<file path="src/rtl/bit_serializer_pkg.sv">
// Shared types and constants for the bit serializer.
// State encoding lives here so every file agrees on it.
package bit_serializer_pkg;

  localparam logic [1:0] ST_IDLE   = 2'd0;
  localparam logic [1:0] ST_SHIFT  = 2'd1;
  localparam logic [1:0] ST_PARITY = 2'd2;

  typedef enum logic [1:0] {
    IDLE   = ST_IDLE,
    SHIFT  = ST_SHIFT,
    PARITY = ST_PARITY
  } state_t;

  function automatic int cnt_w(input int w);
    return $clog2(w + 1);
  endfunction

endpackage

</file>
<file path="src/rtl/bit_serializer_par.sv">
// Even-parity generator: XOR reduction of one data word.
// Only instantiated when BIT_SERIALIZER_PARITY_EN is defined.
module bit_serializer_par #(
  parameter int WIDTH = 8
) (
  input  logic [WIDTH-1:0] data,
  output logic             parity
);

  assign parity = ^data;

endmodule

</file>
<file path="src/rtl/bit_serializer.sv">
// Parallel-to-serial converter with valid/ready load handshake.
// Define BIT_SERIALIZER_PARITY_EN to append an even-parity bit per word.
module bit_serializer
  import bit_serializer_pkg::*;
#(
  parameter int WIDTH     = 8,
  parameter int MSB_FIRST = 1
) (
  input  logic             clk,
  input  logic             rst,
  input  logic [WIDTH-1:0] data_in,
  input  logic             load_valid,
  output logic             load_ready,
  output logic             signal,
  output logic             bit_valid,
  output logic             word_done
);

  localparam int CW = cnt_w(WIDTH);
  localparam logic [CW-1:0] LAST = CW'(WIDTH - 1);

  state_t           state;
  state_t           state_nx;
  logic [WIDTH-1:0] shreg;
  logic [CW-1:0]    cnt;
  logic             last_data;
  logic             final_cyc;
  logic             accept;

  assign last_data = (state == SHIFT) && (cnt == LAST);
  assign accept    = load_valid && load_ready;

`ifdef BIT_SERIALIZER_PARITY_EN
  logic par_bit;
  logic par_q;

  bit_serializer_par #(
    .WIDTH (WIDTH)
  ) u_par (
    .data   (data_in),
    .parity (par_bit)
  );

  assign final_cyc = (state == PARITY);
`else
  assign final_cyc = last_data;
`endif

  // State register
  always_ff @(posedge clk) begin
    if (rst) begin
      state <= IDLE;
    end else begin
      state <= state_nx;
    end
  end

  // Next-state logic
  always_comb begin
    state_nx = state;
    unique case (state)
      IDLE: begin
        if (accept) state_nx = SHIFT;
      end
      SHIFT: begin
        if (last_data) begin
`ifdef BIT_SERIALIZER_PARITY_EN
          state_nx = PARITY;
`else
          state_nx = accept ? SHIFT : IDLE;
`endif
        end
      end
`ifdef BIT_SERIALIZER_PARITY_EN
      PARITY: begin
        state_nx = accept ? SHIFT : IDLE;
      end
`endif
      default: state_nx = IDLE;
    endcase
  end

  // Shift register, bit counter and captured parity
  always_ff @(posedge clk) begin
    if (rst) begin
      shreg <= '0;
      cnt   <= '0;
`ifdef BIT_SERIALIZER_PARITY_EN
      par_q <= 1'b0;
`endif
    end else if (accept) begin
      shreg <= data_in;
      cnt   <= '0;
`ifdef BIT_SERIALIZER_PARITY_EN
      par_q <= par_bit;
`endif
    end else if (state == SHIFT) begin
      if (MSB_FIRST != 0) begin
        shreg <= {shreg[WIDTH-2:0], 1'b0};
      end else begin
        shreg <= {1'b0, shreg[WIDTH-1:1]};
      end
      if (!last_data) begin
        cnt <= cnt + 1'b1;
      end
    end
  end

  // Outputs decoded from state and datapath
  always_comb begin
    signal     = 1'b0;
    bit_valid  = 1'b0;
    load_ready = 1'b0;
    word_done  = final_cyc;
    unique case (state)
      IDLE: begin
        load_ready = 1'b1;
      end
      SHIFT: begin
        bit_valid  = 1'b1;
        load_ready = final_cyc;
        signal     = (MSB_FIRST != 0) ? shreg[WIDTH-1] : shreg[0];
      end
`ifdef BIT_SERIALIZER_PARITY_EN
      PARITY: begin
        bit_valid  = 1'b1;
        load_ready = 1'b1;
        signal     = par_q;
      end
`endif
      default: begin
        signal = 1'b0;
      end
    endcase
  end

endmodule

</file>
<file path="config.mk">
export PLATFORM = sky130hd
export DESIGN_NAME = bit_serializer
export DESIGN_NICKNAME = d
export VERILOG_FILES = /design/src/rtl/bit_serializer_pkg.sv /design/src/rtl/bit_serializer_par.sv /design/src/rtl/bit_serializer.sv
export SDC_FILE = /design/constraint.sdc
export NUM_CORES = 1
export LEC_CHECK = 0
export ABC_AREA = 1
export CAP_MARGIN = 20
export CELL_PAD_IN_SITES_DETAIL_PLACEMENT = 1
export CELL_PAD_IN_SITES_GLOBAL_PLACEMENT = 1
export CORE_ASPECT_RATIO = 1.2
export CORE_UTILIZATION = 35
export CTS_BUF_LIST = sky130_fd_sc_hd__clkbuf_2
export CTS_CLUSTER_DIAMETER = 50
export DETAILED_ROUTE_END_ITERATION = 6
export GPL_TIMING_DRIVEN = 0
export PLACE_DENSITY_LB_ADDON = 0.05
export SLEW_MARGIN = 20
export SYNTH_ARGS = -nofsm -noshare
export SYNTH_HDL_FRONTEND = slang
export SYNTH_SLANG_ARGS = --single-unit
</file>
<file path="constraint.sdc">
create_clock -name clk -period 1.6 [get_ports clk]
set_input_delay 0.24 -clock clk [delete_from_list [all_inputs] [get_ports clk]]
set_output_delay 0.24 -clock clk [all_outputs]
set_load 0.01 [all_outputs]
</file>
==> impl_metrics.csv <==
group,metric,value,unit
outcome,status,"finished clean",
clock_tree,cts.sinks,13,
power,p_leak,0.000403,uW
placement,port_buffers,13,
timing,fin_skew,0.00587,ns
routing,drt-total-wl,1720,um
global_routing,grt_max_degree,12,
yosys,syn_area,674,um2
cells_and_area,final_cell_mix,"16 x nor2_1, 14 x nand2_1, 13 x a21oi_1",
timing,worst_slew_pin_slew,0.207,ns
global_routing,antenna_found_initial,0,
clock_tree,path_clk_slew,0.14,ns
floorplan,initial_core_util,0.369,
cells_and_area,register_area,267,um2
critical_path,critPathKind,"reg -> out",
critical_path,arrival,1.20,ns
cells_and_area,fin_area,907,um2
routing,drt_iter0_markers,6,
cells_and_area,multi_input_area,357,um2
cells_and_area,drive_gt1_frac,0.193,
power,vdd_ir_drop_max,0.434,mV
floorplan,pin_count,15,
critical_path,crit_path_end,"load_ready",
timing,drv_slew,0,
global_routing,first_global_vias,750,
global_routing,grt_pass1_wl,3170,um
critical_path,cp_max_fo,11,
power,total_power,705,uW
placement,dpl.hpwl,1210,um
timing,hold_slack,0.236,ns
yosys,ys_ff_latch,13,
timing,max_freq,696,MHz
cells_and_area,stdcell_count,138,
critical_path,r2r_setup_slack,0.20,ns
clock_tree,ctsLongestPathBuffers,2,
yosys,synth_warnings,0,
routing,first_pass_iters,3,
yosys,synthesis.nets,110,
floorplan,num_rows,17,
cells_and_area,nFillCells,252,
yosys,synth_seq_area_share,0.386,
timing,slew_headroom,0.860,
yosys,syn_avg_cell_area,6.88,um2
floorplan,core,1830,um2
power,power_density,777,nW/um2
global_routing,grt_usage,0.195,
clock_tree,htree_levels,1,
timing,post-route-period-util,0.898,
routing,drt-vias-per-instance,4.97,
critical_path,start_kind,"flip-flop",
cells_and_area,areaGrowthSynthToFinish,34.5,%
timing,period_minus_slack,1.44,ns
cells_and_area,fin_nets,132,
routing,vias,686,
routing,drc_errors,0,
timing,tns,0,ns
global_routing,gr-total-overflow,0,
critical_path,max_stage_delay,0.38,ns
timing,hold_violations,0,
routing,wl_per_cell,12.4,um
clock_tree,clock_latency,0.28,ns
clock_tree,cts_tree,"built",
floorplan,die_w,42.1,um
critical_path,timing.rr.end,"shreg[6]$_SDFFE_PP0P_",
floorplan,dieArea,2110,um2
placement,place_inst,130,
worst_hold_path,hp-class,"in -> reg",
routing,ant_nets,0,
timing,setup_violations,0,
yosys,syn_inst,98,
critical_path,cpMaxStageDelayCell,"dfxtp_2",
clock_tree,root_buffer,"clkbuf_2",
floorplan,die_h,50.1,um
critical_path,r2r_cells,9,
job,cap_violations,0,
critical_path,reg2reg_from,"cnt[0]$_SDFFE_PP0P_",
placement,place_area,828,um2
critical_path,cp-end-kind,"primary output",
clock_tree,cts_hold_buf,0,
critical_path,required,1.36,ns
cells_and_area,final_common_cell,"nor2_1",
critical_path,worstSetupStartpoint,"cnt[0]$_SDFFE_PP0P_",
cells_and_area,antenna_cells,0,
yosys,synth_cell_types,17,
placement,gp_congestion,0.748,
critical_path,crit_chain,"ha_4 > nand3_4 > nand2_8 > buf_2",
clock_tree,numCtsBuffers,3,
timing,rsz0062_at_grt,"false",
==> how the worst min path moves through the flow <==
| stage | from | to | slack, ns | cells after the start |
|---|---|---|---|---|
| after floorplan | rst | shreg[0]$_SDFFE_PP0P_ | 0.31 | 1 |
| after global routing | load_valid | state[0]$_SDFFE_PP0P_ | 0.24 | 3 |
| final | load_valid | state[0]$_SDFFE_PP0P_ | 0.24 | 3 |
| after global placement | shreg[0]$_SDFFE_PP0P_ | shreg[0]$_SDFFE_PP0P_ | 0.46 | 2 |
| after CTS | load_valid | state[0]$_SDFFE_PP0P_ | 0.23 | 3 |
| after detailed placement | shreg[0]$_SDFFE_PP0P_ | shreg[0]$_SDFFE_PP0P_ | 0.47 | 2 |
==> where the power goes <==
| group | internal, uW | switching [uW] | leakage [uW] | total (uW) |
|---|---|---|---|---|
| logic | 78.4 | 82.5 | 0.000278 | 161 |
| clock network | 66.3 | 119 | 0.0000166 | 186 |
| registers | 346 | 12.2 | 0.000108 | 358 |
| total | 490 | 214 | 0.000403 | 705 |
==> cells by family after synthesis <==
family	count (synthesis)	synth area share
buf+inv	17	0.135
fa+ha+maj	1	0.0185
flops	13	0.386
compound gates	21	0.156
simple gates	46	0.304
==> cells in the mapped netlist <==
library cell  number  area (um2)
buf_6              3        33.8
nand3_2            1        10.0
or2_2              1        6.26
a21oi_1           13        65.1
nor3b_1            1        7.51
buf_4              1        7.51
nor2_1            16        60.1
nand2_1           14        52.6
ha_1               1        12.5
nand4_1            1        6.26
nand3_1           10        50.1
nor2_2             1        6.26
buf_2              1        5.00
nand2_2            1        6.26
dfxtp_1           13         260
o21ai_0            8        40.0
inv_1             12        45.0
==> cell type report <==
class / count / share of cell area
clock buffer: 4 / 0.0221
sequential: 13 / 0.294
buffer: 4 / 0.0386
timing repair buffer: 18 / 0.177
inverter: 12 / 0.0497
tap: 19 / 0.0262
multi-input combinational: 68 / 0.393
==> flip-flops by register name, indices dropped and copies added, names as in the netlist <==
name and flops:
cnt 4, shreg 8, state 1
==> worst max-delay path, delay by kind of cell, from the launching register on <==
kind                     cells  cell delay, ns
flip-flops                   1            0.38
AND/OR/NAND/NOR              2            0.23
adder cells (fa/ha/maj)      1            0.16
buffers and inverters        1            0.14
==> through the flow <==
step,utilization,worst slack [ns]
2_1_floorplan,-,0.411
3_3_place_gp,0.453,-0.165
3_5_place_dp,0.453,-0.175
4_1_cts,0.495,0.0289
5_1_grt,0.496,0.0742
6_report,0.496,0.163
==> per-layer routing <==
layer | share of wire | up-vias | global-route usage
li1 | - | 356 | -
met1 | 0.44 | 315 | 0.217
met2 | 0.53 | 11 | 0.357
met3 | 0.023 | 4 | 0.0220
met4 | 0.0099 | 0 | 0.104
met5 | 0 | - | 0
==> what timing repair did <==
action | 4_1_cts | 5_1_grt
resized for setup | 12 | 5
hold endpoints to repair | 0 | 0
endpoints found under the setup margin | 4 | 3
setup buffers | 5 | 0
pin swaps | 1 | 1
(Power assumes the default switching activity.)
